## src/rtl/ascon_pkg.sv

```systemverilog
// Shared encodings for the Ascon mode controller: operating modes, FSM state
// codes, reference IVs and default round counts.
package ascon_pkg;

    localparam logic [1:0] MODE_ENC  = 2'b00;
    localparam logic [1:0] MODE_DEC  = 2'b01;
    localparam logic [1:0] MODE_HASH = 2'b10;
    localparam logic [1:0] MODE_ILL  = 2'b11;

    localparam logic [3:0] ST_IDLE   = 4'd0;
    localparam logic [3:0] ST_LOAD   = 4'd1;
    localparam logic [3:0] ST_INIT_P = 4'd2;
    localparam logic [3:0] ST_KEYX   = 4'd3;
    localparam logic [3:0] ST_AD_IN  = 4'd4;
    localparam logic [3:0] ST_AD_P   = 4'd5;
    localparam logic [3:0] ST_DSEP   = 4'd6;
    localparam logic [3:0] ST_MSG_IN = 4'd7;
    localparam logic [3:0] ST_MSG_OUT= 4'd8;
    localparam logic [3:0] ST_MSG_P  = 4'd9;
    localparam logic [3:0] ST_FKEYX  = 4'd10;
    localparam logic [3:0] ST_FIN_P  = 4'd11;
    localparam logic [3:0] ST_TAG    = 4'd12;
    localparam logic [3:0] ST_SQZ    = 4'd13;
    localparam logic [3:0] ST_SQZ_P  = 4'd14;
    localparam logic [3:0] ST_DONE   = 4'd15;

    // IVs the datapath loads when load_length pulses.
    localparam logic [63:0] IV_ASCON128  = 64'h80400c0600000000;
    localparam logic [63:0] IV_ASCON128A = 64'h80800c0800000000;
    localparam logic [63:0] IV_HASH      = 64'h00400c0000000100;

    localparam int DEF_ROUNDS_A = 12;
    localparam int DEF_ROUNDS_B = 6;

    function automatic logic is_perm_state(input logic [3:0] st);
        return st inside {ST_INIT_P, ST_AD_P, ST_MSG_P, ST_FIN_P, ST_SQZ_P};
    endfunction

endpackage

```

## src/rtl/ascon_blk_counter.sv

```systemverilog
// Block counter for one data phase: captures a byte length and reports whether
// the current block is the last one and how many bytes it carries.
module ascon_blk_counter
    import ascon_pkg::*;
#(
    parameter int RATE_BYTES = 8,
    parameter int LEN_W      = 16
) (
    input  logic                              clk,
    input  logic                              rstn,
    input  logic                              load_i,
    input  logic [LEN_W-1:0]                  len_i,
    input  logic                              adv_i,
    output logic                              last_o,
    output logic [$clog2(RATE_BYTES+1)-1:0]   bytes_o
);

    localparam int RATE_LOG = $clog2(RATE_BYTES);
    localparam int CNT_W    = LEN_W - RATE_LOG + 1;
    localparam int BB_W     = $clog2(RATE_BYTES + 1);

    logic [CNT_W-1:0]    cnt_q, cnt_d;
    logic [RATE_LOG-1:0] tail_q, tail_d;

    // Blocks remaining including the current one; the spare top bit keeps an
    // all-ones length from wrapping when the pad-only block is added.
    always_comb begin
        cnt_d  = cnt_q;
        tail_d = tail_q;
        if (load_i) begin
            cnt_d  = CNT_W'(len_i >> RATE_LOG) + CNT_W'(1);
            tail_d = len_i[RATE_LOG-1:0];
        end else if (adv_i) begin
            cnt_d  = cnt_q - CNT_W'(1);
        end
    end

    // NOTE: these are control registers, not a storage array, so every flop
    // takes the asynchronous reset.
    always_ff @(posedge clk or negedge rstn) begin
        if (!rstn) begin
            cnt_q  <= '0;
            tail_q <= '0;
        end else begin
            cnt_q  <= cnt_d;
            tail_q <= tail_d;
        end
    end

    assign last_o  = (cnt_q == CNT_W'(1));
    assign bytes_o = last_o ? BB_W'(tail_q) : BB_W'(RATE_BYTES);

endmodule

```

## src/rtl/ascon_mode_controller.sv

```systemverilog
// Sequencer for the Ascon datapath (AEAD encrypt/decrypt and hash): walks the
// permutation/absorb/squeeze schedule and drives the datapath strobes.
module ascon_mode_controller
    import ascon_pkg::*;
#(
    parameter int RATE_BYTES = 8,
    parameter int ROUNDS_A   = DEF_ROUNDS_A,
    parameter int ROUNDS_B   = DEF_ROUNDS_B,
    parameter int LEN_W      = 16,
    parameter int HASH_OUT   = 32
) (
    input  logic                              clk,
    input  logic                              rstn,
    input  logic                              start,
    input  logic [1:0]                        mode,
    input  logic [LEN_W-1:0]                  ad_len,
    input  logic [LEN_W-1:0]                  msg_len,
    input  logic                              blk_valid,
    output logic                              blk_ready,
    input  logic                              out_ready,
    output logic                              out_valid,
    output logic                              perm_start,
    output logic [3:0]                        perm_rounds,
    input  logic                              perm_done,
    output logic                              load_length,
    output logic                              load_data_in,
    output logic [$clog2(RATE_BYTES+1)-1:0]   blk_bytes,
    output logic                              phase_msg,
    output logic                              dom_sep,
    output logic                              key_xor,
    input  logic                              tag_match,
    output logic                              done,
    output logic                              auth_fail,
    output logic                              err
);

    localparam int         BB_W     = $clog2(RATE_BYTES + 1);
    localparam int         SQZ_BLKS = HASH_OUT / RATE_BYTES;
    localparam int         SQZ_W    = $clog2(SQZ_BLKS + 1);
    localparam logic [3:0] RA       = 4'(ROUNDS_A);
    localparam logic [3:0] RB       = 4'(ROUNDS_B);

    logic [3:0]       state_q, state_d;
    logic [1:0]       mode_q, mode_d;
    logic             perm_issued_q, perm_issued_d;
    logic             auth_fail_q, auth_fail_d;
    logic             err_q, err_d;
    logic [SQZ_W-1:0] sqz_cnt_q, sqz_cnt_d;

    logic            start_ok, in_perm, perm_fire, is_hash, is_dec;
    logic            ad_last, ad_zero, ad_adv, msg_last, msg_adv;
    logic [BB_W-1:0] ad_bytes, msg_bytes;

    assign start_ok = (state_q == ST_IDLE) && start;
    assign is_hash  = (mode_q == MODE_HASH);
    assign is_dec   = (mode_q == MODE_DEC);
    assign in_perm  = is_perm_state(state_q);
    // The request goes out on the first cycle in a *_P state; completions are
    // honoured only after that request.
    assign perm_start   = in_perm && !perm_issued_q;
    assign perm_fire    = in_perm && perm_issued_q && perm_done;
    assign load_data_in = blk_valid && blk_ready;
    assign ad_zero      = ad_last && (ad_bytes == '0);
    assign auth_fail    = auth_fail_q;
    assign err          = err_q;

    ascon_blk_counter #(.RATE_BYTES(RATE_BYTES), .LEN_W(LEN_W)) u_ad_cnt (
        .clk     (clk),
        .rstn    (rstn),
        .load_i  (start_ok),
        .len_i   (ad_len),
        .adv_i   (ad_adv),
        .last_o  (ad_last),
        .bytes_o (ad_bytes)
    );

    ascon_blk_counter #(.RATE_BYTES(RATE_BYTES), .LEN_W(LEN_W)) u_msg_cnt (
        .clk     (clk),
        .rstn    (rstn),
        .load_i  (start_ok),
        .len_i   (msg_len),
        .adv_i   (msg_adv),
        .last_o  (msg_last),
        .bytes_o (msg_bytes)
    );

    // NOTE: every signal written here gets a default first, so no path through
    // the case statement can leave one unassigned and infer a latch.
    always_comb begin
        state_d       = state_q;
        mode_d        = mode_q;
        auth_fail_d   = auth_fail_q;
        err_d         = err_q;
        sqz_cnt_d     = sqz_cnt_q;
        perm_issued_d = in_perm && !perm_fire;
        blk_ready     = 1'b0;
        out_valid     = 1'b0;
        load_length   = 1'b0;
        dom_sep       = 1'b0;
        key_xor       = 1'b0;
        done          = 1'b0;
        blk_bytes     = '0;
        phase_msg     = 1'b0;
        perm_rounds   = '0;
        ad_adv        = 1'b0;
        msg_adv       = 1'b0;

        case (state_q)
            ST_IDLE: if (start) begin
                mode_d      = mode;
                auth_fail_d = 1'b0;
                err_d       = (mode == MODE_ILL);
                sqz_cnt_d   = SQZ_W'(SQZ_BLKS - 1);
                state_d     = (mode == MODE_ILL) ? ST_DONE : ST_LOAD;
            end
            ST_LOAD: begin
                load_length = 1'b1;
                state_d     = ST_INIT_P;
            end
            ST_INIT_P: begin
                perm_rounds = RA;
                if (perm_fire) state_d = is_hash ? ST_MSG_IN : ST_KEYX;
            end
            ST_KEYX: begin
                key_xor = 1'b1;
                state_d = ad_zero ? ST_DSEP : ST_AD_IN;
            end
            ST_AD_IN: begin
                blk_ready = 1'b1;
                blk_bytes = ad_bytes;
                if (blk_valid) state_d = ST_AD_P;
            end
            ST_AD_P: begin
                perm_rounds = RB;
                if (perm_fire) begin
                    ad_adv  = 1'b1;
                    state_d = ad_last ? ST_DSEP : ST_AD_IN;
                end
            end
            ST_DSEP: begin
                dom_sep = 1'b1;
                state_d = ST_MSG_IN;
            end
            ST_MSG_IN: begin
                blk_ready = 1'b1;
                phase_msg = 1'b1;
                blk_bytes = msg_bytes;
                if (blk_valid) begin
                    if (is_hash) state_d = msg_last ? ST_FIN_P : ST_MSG_P;
                    else         state_d = ST_MSG_OUT;
                end
            end
            ST_MSG_OUT: begin
                out_valid = 1'b1;
                phase_msg = 1'b1;
                if (out_ready) state_d = msg_last ? ST_FKEYX : ST_MSG_P;
            end
            ST_MSG_P: begin
                phase_msg   = 1'b1;
                perm_rounds = is_hash ? RA : RB;
                if (perm_fire) begin
                    msg_adv = 1'b1;
                    state_d = ST_MSG_IN;
                end
            end
            ST_FKEYX: begin
                key_xor = 1'b1;
                state_d = ST_FIN_P;
            end
            ST_FIN_P: begin
                perm_rounds = RA;
                if (perm_fire) state_d = is_hash ? ST_SQZ : ST_TAG;
            end
            ST_TAG: begin
                if (is_dec) begin
                    auth_fail_d = !tag_match;
                    state_d     = ST_DONE;
                end else begin
                    out_valid = 1'b1;
                    if (out_ready) state_d = ST_DONE;
                end
            end
            ST_SQZ: begin
                out_valid = 1'b1;
                if (out_ready) begin
                    if (sqz_cnt_q == '0) begin
                        state_d = ST_DONE;
                    end else begin
                        sqz_cnt_d = sqz_cnt_q - SQZ_W'(1);
                        state_d   = ST_SQZ_P;
                    end
                end
            end
            ST_SQZ_P: begin
                perm_rounds = RA;
                if (perm_fire) state_d = ST_SQZ;
            end
            ST_DONE: begin
                done    = 1'b1;
                state_d = ST_IDLE;
            end
            default: state_d = ST_IDLE;
        endcase
    end

    // NOTE: sequential state is updated with non-blocking assignments only;
    // the blocking assignments above are confined to combinational logic.
    always_ff @(posedge clk or negedge rstn) begin
        if (!rstn) begin
            state_q       <= ST_IDLE;
            mode_q        <= MODE_ENC;
            perm_issued_q <= 1'b0;
            auth_fail_q   <= 1'b0;
            err_q         <= 1'b0;
            sqz_cnt_q     <= '0;
        end else begin
            state_q       <= state_d;
            mode_q        <= mode_d;
            perm_issued_q <= perm_issued_d;
            auth_fail_q   <= auth_fail_d;
            err_q         <= err_d;
            sqz_cnt_q     <= sqz_cnt_d;
        end
    end

endmodule
```

## config.mk

```make
export PLATFORM = sky130hd
export DESIGN_NAME = ascon_mode_controller
export DESIGN_NICKNAME = d
export VERILOG_FILES = /design/src/rtl/ascon_pkg.sv /design/src/rtl/ascon_blk_counter.sv /design/src/rtl/ascon_mode_controller.sv
export SDC_FILE = /design/constraint.sdc
export NUM_CORES = 1
export LEC_CHECK = 0
export ABC_AREA = 1
export CAP_MARGIN = 10
export CORE_MARGIN = 4
export CORE_UTILIZATION = 42
export CTS_CLUSTER_SIZE = 25
export DETAILED_ROUTE_END_ITERATION = 10
export HOLD_SLACK_MARGIN = 0.12
export PLACE_DENSITY = 0.65
export SYNTH_ARGS = -nofsm -noshare
export SYNTH_HDL_FRONTEND = slang
export SYNTH_SLANG_ARGS = --single-unit
```

## constraint.sdc

```tcl
create_clock -name clk -period 1.9 [get_ports clk]
set_clock_uncertainty 0.05 [all_clocks]
set_input_delay 0.475 -clock clk [delete_from_list [all_inputs] [get_ports clk]]
set_output_delay 0.475 -clock clk [all_outputs]
set_load 0.005 [all_outputs]
```

==> results.toml, run 1 <==
[logic_synthesis]
ys_seq_area_share_pct = 31.5
syn_area_um2 = 3650
syn_nets = 642
synth_cells = 593
synth-seq-cells = 46
yosys_warnings = 0
syn_area_per_cell_um2 = 6.16
synthDistinctLibCells = 29

[timing]
slew_viol_final = 0
hold_violations = 0
rsz0062_at_grt = "true"
finalWorstSetupSlack_ns = -0.359
fin_crit_sh_pct = 119
worst_hold_slack_ns = 0.468
clock.fmax_ghz = 0.443
period_needed_ns = 2.26
setup_violations = 42

[clock_tree]
cts_root_buf = "clkbuf_8"
clock_latency_ns = 0.31
clk_pin_slew_ns = 0.10
cts_tree = "yes"
cts_buffers = 5
cts_htree_levels = 2
clock_path_buffers = 2
cts_sinks = 46

[power]
power_leakage_nw = 3.40
power_density_nw_per_um2 = 1470
vdd_drop_max_mv = 1.03
totalPowerFinal_mw = 9.78

[detailed_routing]
via_count = 4970
antenna_left = 0
drc = 0
wirelength_mm = 15.1
first_pass_iters = 5
wire_per_inst_um = 16.3
avgViaCountPerCell = 5.36
drt_iter0_markers = 265

[layout]
syn2layout_area_growth_pct = 82.4
final_common_cell = "nand2_1"
final_cells = 928
diodes = 0
nets = 871
drive_above_1_share_pct = 41.2
layout_common_cells = "nand2_1, buf_4, inv_1"

[min_path]
hold_path_depth = 2
hp-class = "reg -> reg"
min_from = "u_msg_cnt.tail_q[0]"
hold_end = "u_msg_cnt.tail_q[0]"

[worst_setup_path]
startpoint_type = "flip-flop"
crit_type = "reg -> out"
r2r_cells = 13
critPathMaxFanout = 3
end_kind = "output port"
rrSetupSlack_ns = -0.16
rr_startpoint = "state_q[3]"
crit_arrival_ns = 1.73
worstSetupStartpoint = "u_ad_cnt.cnt_q[1]"
worstPathRequired_ns = 1.37
reg2reg_to = "u_msg_cnt.cnt_q[7]"

[floorplan]
initial_core_util_pct = 43.8
dieWidth_um = 101
core_region_area_um2 = 8340
die_area_um2 = 10200
row_count = 33
die-height_um = 101
io_pins = 60

[global_route]
grt_pass1_vias = 4493
grt_start_max_net_pins = 47
globalRouteOverflowTotal = 0
grt_usage_pct = 24.7
antenna_found_initial = 0
grt_first_pass_wirelength_mm = 20.6

[placed_design]
globalplace.congestion = 0.928
numPortBuffers = 58
hpwlAfterDp_mm = 9.08
dpl.cell_count = 869

[outcome]
violations = "setup timing"
status = "finished with violations"

[run]
cap_viol_max_count = 0
## registers in the layout, indices dropped and copies added (netlist names)
| register | flops |
|---|---|
| perm_issued_q | 1 |
| sqz_cnt_q | 3 |
| state_q | 4 |
| u_ad_cnt.cnt_q | 14 |
| mode_q | 2 |
| auth_fail | 1 |
| u_ad_cnt.tail_q | 3 |
| err | 1 |
| u_msg_cnt.tail_q | 3 |
| u_msg_cnt.cnt_q | 14 |
## logic make-up (layout without fill, tap and decap cells)
logic type      Yosys count  count (layout)  share of synthesized area, %
simple gates            370             370                          42.1
buf+inv                  87             317                          9.63
compound gates           61              61                          9.12
flops                    46              46                          31.5
xor+xnor                 20              20                          4.80
fa+ha+maj                 8               8                          2.74
other cells               1               1                         0.103
## power by group
group	total [mW]	internal, mW	leakage [nW]	switching [mW]
Sequential	1.73	1.42	0.582	0.310
Combinational	7.29	3.45	2.77	3.84
Clock	0.764	0.394	0.0514	0.371
Total	9.78	5.26	3.40	4.52
## cells in the mapped netlist
| cell | instances | area (um2) |
|---|---|---|
| a21oi_1 | 8 | 40.0 |
| buf_2 | 8 | 40.0 |
| buf_4 | 2 | 15.0 |
| buf_6 | 1 | 11.3 |
| conb_1 | 1 | 3.75 |
| dfrtp_1 | 46 | 1150 |
| ha_1 | 8 | 100 |
| inv_1 | 73 | 274 |
| inv_2 | 3 | 11.3 |
| nand2_1 | 214 | 803 |
| nand2_4 | 1 | 11.3 |
| nand3_1 | 57 | 285 |
| nand3_2 | 1 | 10.0 |
| nand3b_1 | 1 | 7.51 |
| nand4_1 | 15 | 93.8 |
| nor2_1 | 72 | 270 |
| nor2_2 | 1 | 6.26 |
| nor2_4 | 1 | 11.3 |
| nor3_1 | 5 | 25.0 |
| o2111ai_1 | 1 | 8.76 |
| o211ai_1 | 5 | 37.5 |
| o21ai_0 | 42 | 210 |
| o21ai_2 | 1 | 8.76 |
| o21bai_1 | 1 | 7.51 |
| o22ai_1 | 2 | 12.5 |
| o31ai_1 | 1 | 7.51 |
| or2_2 | 2 | 12.5 |
| xnor2_1 | 7 | 61.3 |
| xor2_1 | 13 | 114 |
## how the worst max path moves through the flow
stage | endpoint | slack (ns) | depth (start not counted)
after CTS | blk_bytes[1] | -0.43 | 8
after global placement | blk_bytes[2] | -0.40 | 9
after floorplan | blk_bytes[0] | 0.18 | 7
after global routing | blk_bytes[0] | -0.45 | 8
after detailed placement | blk_bytes[1] | -0.42 | 9
final | blk_bytes[0] | -0.36 | 8
## stage by stage
step / worst slack (ns) / utilization (%) / cell area [um2] / setup TNS [ns]
after floorplan: 0.182 / - / 3650 / 0
after global placement: -0.397 / 63.1 / 5260 / -6.32
after detailed placement: -0.416 / 63.1 / 5260 / -8.29
after CTS: -0.428 / 68.4 / 5710 / -2.60
after global routing: -0.450 / 79.8 / 6660 / -8.65
final: -0.359 / 79.8 / 6660 / -5.42
## routing by layer
metal | GRT usage (%) | wire length [um] | vias to the layer above
li1 | - | - | 2351
met4 | 6.95 | 411 | 0
met2 | 42.7 | 7620 | 246
met3 | 3.51 | 1130 | 39
met5 | 0 | 0 | -
met1 | 32.2 | 5980 | 2334
## layout make-up
| class | instances | area, um2 |
|---|---|---|
| Multi-Input combinational cell | 460 | 2810 |
| Timing Repair Buffer | 233 | 2150 |
| Fill cell | 525 | 1680 |
| Sequential cell | 46 | 1150 |
| Inverter | 76 | 303 |
| Tap cell | 105 | 131 |
| Clock buffer | 6 | 72.6 |
| Clock inverter | 2 | 37.5 |
## timing repair
action,4_1_cts,5_1_grt
cloned,0,6
hold buffers,1,0
resized for setup,144,180
hold endpoints to repair,46,0
endpoints found under the setup margin,41,56
pin swaps,21,67
setup buffers,22,28
## critical path, stage by stage, from the launching register on
cell,delay [ns]
dfrtp_1,0.40
inv_2,0.08
ha_4,0.13
nand4_1,0.14
buf_4,0.19
nor3_4,0.14
nand2_2,0.10
o21ai_1,0.12
buf_2,0.12
Power figures use the tool's default switching activity.
==> inputs of run 2 (changes only) <==
--- a/config.mk
+++ b/config.mk
@@ -12,7 +12,7 @@
 export CTS_CLUSTER_SIZE = 25
 export DETAILED_ROUTE_END_ITERATION = 10
 export HOLD_SLACK_MARGIN = 0.12
-export PLACE_DENSITY = 0.65
+export PLACE_DENSITY_LB_ADDON = 0.15
 export SYNTH_ARGS = -nofsm -noshare
 export SYNTH_HDL_FRONTEND = slang
 export SYNTH_SLANG_ARGS = --single-unit
==> run 2 against run 1 <==
Effect of this change: the run still ends with setup timing left; non-clock buffer count rose by 10; routed wire length rose by 11%; critical path depth rose by 2; sequential share of layout area fell by 0.48 points; sequential cell count did not move; combinational power rose by 5.6%; die area did not move; first-iteration DRC count rose by 66%; hold slack got worse by 0.030 ns; via count rose by 4.0%.
==> results.toml, run 2 (synthesis results as in run 1) <==
[placed_design]
globalplace.congestion = 0.903
hpwlAfterDp_mm = 9.08
numPortBuffers = 58
detailed_place.area_um2 = 5260

[clock_tree]
cts_tree = "yes"
cts_sinks = 46
clk_pin_slew_ns = 0.09
clock_latency_ns = 0.30
cts_htree_levels = 2
clock_path_buffers = 2
cts_buffers = 5
cts_root_buf = "clkbuf_8"

[power]
power_leakage_nw = 3.47
power_density_nw_per_um2 = 1490
pwr-share-seq_pct = 17.2
combPwrFrac_pct = 75.6
power.internal_mw = 5.40
p_sw_share_pct = 47.0
p_clk_share_pct = 7.3
p_switching_mw = 4.79
vdd_drop_max_mv = 1.02
totalPowerFinal_mw = 10.2

[floorplan]
row_count = 33
core_region_area_um2 = 8340
die_area_um2 = 10200
dieWidth_um = 101
io_pins = 60
die-height_um = 101
initial_core_util_pct = 43.8

[detailed_routing]
wire_per_inst_um = 17.9
first_pass_iters = 5
drc = 0
avgViaCountPerCell = 5.51
antenna_left = 0
drt_iter0_markers = 439
wirelength_mm = 16.8
via_count = 5168

[timing]
tightest_slew_ns = 0.586
fin_crit_sh_pct = 119
period_needed_ns = 2.26
slew_viol_final = 0
hold_violations = 0
setup_violations = 50
rsz0062_at_grt = "true"
clock.fmax_ghz = 0.443
finalWorstSetupSlack_ns = -0.355
relSlewSlack_pct = 60.8
worst_hold_slack_ns = 0.438

[worst_setup_path]
worstSetupStartpoint = "u_msg_cnt.cnt_q[1]"
reg2reg_to = "u_msg_cnt.cnt_q[13]"
rrSetupSlack_ns = -0.15
crit_slowest_cell = "dfrtp_1"
crit_arrival_ns = 1.73
end_kind = "output port"
cpPeakStageDelay_ns = 0.42
r2r_cells = 14
cpMostUsedCell = "nor2_4"
crit_type = "reg -> out"
rr_startpoint = "state_q[1]"
critPathMaxFanout = 3
worstPathRequired_ns = 1.37
startpoint_type = "flip-flop"
crit_path_cell_trace = "inv_2, ha_2, nand3_2, nor2_4, nand2_4, buf_6, nor2_4, nand2_1, o21ai_1, buf_2"
crit_end = "blk_bytes[2]"

[layout]
final_common_cell = "nand2_1"
syn2layout_area_growth_pct = 87.8
top_regs = "u_ad_cnt.cnt_q: 14 flops, u_msg_cnt.cnt_q: 14 flops, state_q: 4 flops"
final_area_um2 = 6860
diodes = 0
nets = 881
layout_common_cells = "nand2_1, buf_4, inv_1"
drive_above_1_share_pct = 43.8

[global_route]
grt_first_pass_wirelength_mm = 21.6
grt_start_max_net_pins = 47
globalRouteOverflowTotal = 0
antenna_found_initial = 0
grt_pass1_vias = 4629
grt_usage_pct = 26.2

[outcome]
violations = "setup timing"
status = "finished with violations"

[min_path]
hp-class = "reg -> reg"

[run]
cap_viol_max_count = 0
run 2: power by group through the flow:
stage	sequential (mW)	clock [mW]	combinational [mW]
2_1_floorplan	1.71	0	2.36
3_3_place_gp	1.64	0	4.67
3_5_place_dp	1.66	0	4.75
4_1_cts	1.65	0.739	5.67
5_1_grt	1.78	0.790	8.16
6_report	1.75	0.741	7.70
run 2: how the worst min path moves through the flow:
stage	from	endpoint	slack [ns]	cells past startpoint
floorplan	rstn	auth_fail	0.13	0
global placement	u_msg_cnt.tail_q[0]	u_msg_cnt.tail_q[0]	0.42	2
detailed placement	u_msg_cnt.tail_q[0]	u_msg_cnt.tail_q[0]	0.42	2
CTS	u_msg_cnt.tail_q[0]	u_msg_cnt.tail_q[0]	0.44	2
global route	u_msg_cnt.tail_q[0]	u_msg_cnt.tail_q[0]	0.48	2
finish	u_msg_cnt.tail_q[0]	u_msg_cnt.tail_q[0]	0.44	2
run 2: through the flow:
stage | cells | setup TNS [ns] | utilization (%) | setup slack [ns]
finish | 938 | -5.90 | 82.2 | -0.355
global route | 938 | -9.32 | 82.2 | -0.432
CTS | 905 | -2.55 | 70.4 | -0.330
detailed placement | 869 | -7.16 | 63.1 | -0.455
global placement | 869 | -6.49 | 63.1 | -0.399
floorplan | 593 | 0 | - | 0.182
run 2: repair_timing:
action,4_1_cts,5_1_grt
hold endpoints to repair,46,0
hold buffers,1,0
resized for setup,180,198
endpoints found under the setup margin,22,52
setup buffers,30,34
pin swaps,30,80
gates cloned,0,5
run 2: final cells by class:
class	count	area, um2
fillers	485	1490
well taps	105	131
repair buffers	243	2260
multi-input cells	460	2880
clock buffers	6	72.6
clock inverters	2	37.5
flip-flops and latches	46	1150
inverters	76	325
run 2: metal layers:
metal	track usage (%)	part of all wire, %	up-vias	wire, um
li1	-	-	2366	-
met1	34.4	40	2454	6670
met2	44.0	49	277	8270
met3	2.89	6.9	71	1160
met4	10.3	4.3	0	731
met5	0	0	-	0
run 2: critical path: cells and delay by family (launching register included):
kind | cells | cell delay [ns]
AOI/OAI and AO/OA | 1 | 0.08
buffers and inverters | 3 | 0.34
adders and majority gates | 1 | 0.17
and+or+nand+nor | 5 | 0.42
DFF | 1 | 0.42
==> RTL change 1 (flow settings as in run 2) <==
Put one more register stage on the output `err`, cleared by the reset. The value now appears one clock later. The other outputs are not delayed to match.
--- a/src/rtl/ascon_mode_controller.sv
+++ b/src/rtl/ascon_mode_controller.sv
@@ -63,5 +63,11 @@
     assign ad_zero      = ad_last && (ad_bytes == '0);
     assign auth_fail    = auth_fail_q;
-    assign err          = err_q;
+    always_ff @(posedge clk or negedge rstn) begin
+        if (!rstn) begin
+            err <= '0;
+        end else begin
+            err <= err_q;
+        end
+    end
 
     ascon_blk_counter #(.RATE_BYTES(RATE_BYTES), .LEN_W(LEN_W)) u_ad_cnt (
Behaviour: not the same (Yosys sat finds a counterexample within 4 cycles, from zero or initial values and one cycle with rstn low).
==> RTL change 1 against run 2 <==
  * The flow still finishes with violations (negative setup slack)
  * Total power down 3.8%
  * Cell area down 2.5%
  * Sequential cell count up 1
  * Setup slack better by 0.016 ns
  * Routed wire length down 12%
  * Synthesized area up 3.4%
  * Sequential share of layout area up 0.84 points
  * Largest cell class unchanged
==> RTL change 1: results (changes against run 2) <==
Status - finished with violations
Failing checks - negative setup slack
Final Worst Setup Slack - -0.3394 ns (+0.01603 ns)
Routability congestion estimate - 0.9743 (+7.9%)
Post-Synthesis Cells - 589 (-0.67%)
Post-synthesis sequential area ratio - 31.17% (-0.36 points)
WL/cell - 16.00 um (-11%)
Crit-path max cell delay - 0.46 ns (+0.04 ns)
Leak pwr - 0.003302 uW (-4.8%)
Final nets - 861 (-2.3%)
Final count of negative-setup-slack endpoints - 58 (+16%)
Synth top area cells - dfrtp_1 31%, nand2_1 18%, nand3_1 8.5%
Iteration-0 DRC Markers - 263 (-40%)
Most common library cells after synthesis - 182 x nand2_1, 73 x nor2_1, 65 x inv_1
First-pass GRT wire length - 19910 um (-7.8%)
Non-filler cells, final - 921 (-1.8%)
Rel. slew slack - 67.15% (+6.3 points)
Peak supply drop - 0.001064 V (+3.9%)
Critical path's top delay family - buffers and inverters
Layout cells sized above 1 - 40.84% (-3.0 points)
Count of cell types in the netlist - 35 (+21%)
Critical Path AT - 1.71 ns (-0.02 ns)
GRT Overall Usage - 23.23% (-3.0 points)
Syn_nets - 638 (-0.62%)
Compound-gate portion of the synthesized area - 11.37% (+2.3 points)
CP max-delay cell - dfrtp_2
Pin count of the biggest net entering global routing - 33 (-30%)
RTL change 1: cell types whose count changed after synthesis, sizes merged, moves of 2 or more:
cell,delta
xor2,-5
o22ai,+4
nand4,-3
inv,-5
nand2,-26
o21ai,+4
o211ai,+4
nor2,+9
nand3,+10
xnor2,-2
RTL change 1: stage by stage:
stage,cell area [um^2],worst slack (ns),util (%),hold WS [ns]
5_1_grt,6686,-0.4559,76.67,0.3866
4_1_cts,5834,-0.3469,66.90,0.3433
2_1_floorplan,3774,0.1724,-,0.1294
3_3_place_gp,5359,-0.4788,61.45,0.3114
6_report,6686,-0.3394,76.67,0.3655
3_5_place_dp,5359,-0.6164,61.45,0.3149
RTL change 1: area by class of cell:
type,count,share of cell area (%)
clock buffers,5,1.029
clock inverters,3,0.6924
inverters,71,4.678
multi-input cells,459,41.95
flip-flops and latches,47,17.66
well taps,108,2.021
repair buffers,228,31.96
RTL change 1: cells by family after synthesis:
logic type,count (synthesis)
simple gates,363
buf+inv,83
compound gates,74
flops,47
xor+xnor,13
fa+ha+maj,8
other cells,1
RTL change 1: final timing paths:
path                                  from                   to  slack, ns  depth (start not counted)
worst max-delay path            state_q[0]            out_valid      -0.34                          9
worst min-delay path                 err_q                  err       0.37                          0
worst max register to register  state_q[0]    u_ad_cnt.cnt_q[1]      -0.25                         13
worst min register to register       err_q                  err       0.37                          0
max in group asynchronous             rstn           state_q[3]       0.68                          3
min in group asynchronous             rstn  u_msg_cnt.tail_q[1]       0.58                          2
RTL change 1: routing by layer:
layer  up-vias  global-route usage (%)  share of wire [%]
met1      2298                   31.56                 41
met3        49                   4.127                7.0
met2       219                   38.13                 48
met5         -                       0                  0
li1       2349                       -                  -
met4         0                   6.474                3.1
RTL change 1: timing repair:
item,CTS,global route
endpoints found under the setup margin,29,46
resized for setup,108,174
hold buffers,1,0
gates cloned,1,6
buffers inserted,25,23
endpoints found under the hold margin,15,0
pin swaps,18,47
RTL change 1: power by group:
| group | switching, uW | internal, uW |
|---|---|---|
| registers | 326 | 1460 |
| clock network | 380 | 397 |
| logic | 3750 | 3490 |
| total | 4460 | 5340 |
==> RTL change 2 (config.mk and constraints of run 2) <==
Without the edit above. The parameter `HASH_OUT` goes from 32 to 64.
--- a/src/rtl/ascon_mode_controller.sv
+++ b/src/rtl/ascon_mode_controller.sv
@@ -8,5 +8,5 @@
     parameter int ROUNDS_B   = DEF_ROUNDS_B,
     parameter int LEN_W      = 16,
-    parameter int HASH_OUT   = 32
+    parameter int HASH_OUT   = 64
 ) (
     input  logic                              clk,
Behaviour: no difference found for any inputs over 10 cycles, from zero or initial values and one cycle with rstn low; that may be too few to reach the edited logic, so the function may still have changed.
==> RTL change 2 against run 2 <==
  * The flow still finishes with violations (negative setup slack)
  * Utilization down 8.6 points
  * Non-clock buffer count down 6
  * Total power fell by 16%
  * Sequential cell count up 1
  * Cell area fell by 4.6%
  * Routed wire length fell by 14%
  * Synthesized area grew 7.3%
  * First-iteration DRC count down 28%
  * Maximum frequency is 1.1% lower
  * Setup slack worse by 0.025 ns
  * Die area is 6.7% higher
  * Critical path depth decreased by 2
  * Largest cell class unchanged
==> RTL change 2: results (changes against run 2) <==
Iteration-0 DRC Markers - 318 (-28%)
Buffering overhead - 31.60% (-1.4 points)
Peak supply drop - 0.0007177 V (-30%)
Met3 routed WL - 745 um (-36%)
Hold_buf cts - 1 (unchanged)
Failing checks - negative setup slack
Dpl cell area - 5535 um^2 (+5.2%)
Count of multi-input gates - 487 (+5.9%)
Area growth syn-to-layout - 67.03%
CP max-delay cell - dfrtp_1
First-pass GRT wire length - 21180 um (-1.9%)
Final nets - 902 (+2.4%)
Post-synthesis sequential area ratio - 30.03% (-1.5 points)
Routability congestion estimate - 0.9277 (+2.7%)
Met2 wire length - 7477 um (-9.6%)
Inverters excl. clock - 75 (-1.3%)
Met3 GRT Util - 2.528% (-0.36 points)
Fillcell total - 691 (+42%)
Non-clk bufs - 237 (-2.5%)
Post_cts resized - 120 (-33%)
Clk power - 676 uW (-8.8%)
Worst skew pair latency - 0.32 ns (+0.02 ns)
Seq power - 1670 uW (-5%)
Num sequential - 47 (+2.2%)
WL/cell - 15.08 um (-16%)
Pint - 4651 uW (-14%)
Top flop regs - u_ad_cnt.cnt_q x14, u_msg_cnt.cnt_q x14
Vias in the first global route - 4653 (+0.52%)
Count of cell types in the netlist - 40 (+38%)
Critical path's top delay family - simple AND/OR/NAND/NOR gates
GRT Overall Usage - 23.11% (-3.1 points)
Vias per cell - 5.252 (-4.7%)
Post-Route M1 WL - 5715 um (-14%)
Post-DP HPWL - 9524 um (+4.9%)
Fraction of area in registers - 18.02% (+1.2 points)
Grt met1 use - 27.96% (-6.5 points)
Leak pwr - 0.003366 uW (-3.0%)
Setup Fix Bufs, Post-CTS - 24 (-20%)
Cells after DPL - 905 (+4.1%)
Area of the multi-input gates - 2753 um^2 (-4.3%)
Final count of negative-setup-slack endpoints - 25 (-50%)
Multi-input combinational area share - 42.08% (+0.14 points)
Status - finished with violations
Syn avg cell area - 6.327 um^2 (+2.8%)
Crit-path max cell delay - 0.40 ns (-0.02 ns)
Register-to-register setup slack - -0.06 ns (+0.09 ns)
Pre-CTS WS - -0.3864 ns (+0.06899 ns)
GR Util met2 - 43.68% (-0.33 points)
Critical Path AT - 1.76 ns (+0.03 ns)
Most common library cells after synthesis - 204 x nand2_1, 80 x nor2_1, 65 x nand3_1
Final Worst Setup Slack - -0.3805 ns (-0.02507 ns)
Pin count of the biggest net entering global routing - 31 (-34%)
RTL change 2: path summary, 6_finish.rpt:
check	startpoint	end	depth (start not counted)
max	u_msg_cnt.cnt_q[5]	blk_bytes[0]	8
min	u_msg_cnt.tail_q[1]	u_msg_cnt.tail_q[1]	2
max reg2reg	state_q[2]	u_msg_cnt.cnt_q[3]	11
min reg2reg	u_msg_cnt.tail_q[1]	u_msg_cnt.tail_q[1]	2
max in group asynchronous	rstn	state_q[3]	3
min in group asynchronous	rstn	u_msg_cnt.cnt_q[8]	3
RTL change 2: stage by stage:
step	power, uW	TNS [ns]	hold WS, ns
floorplan	4041	0	0.1294
global placement	6152	-4.851	0.4083
detailed placement	6219	-5.517	0.4105
CTS	7504	-3.417	0.4468
global route	9185	-6.345	0.4717
finish	8597	-3.260	0.4462
RTL change 2: cell families after synthesis:
logic type	share of synthesized area (%)
and+or+nand+nor	45.11
other	0.09575
xor gates and xnor gates	3.131
buffers and inverters	9.425
adders and majority gates	2.556
AOI/OAI and AO/OA	9.649
DFF	30.03
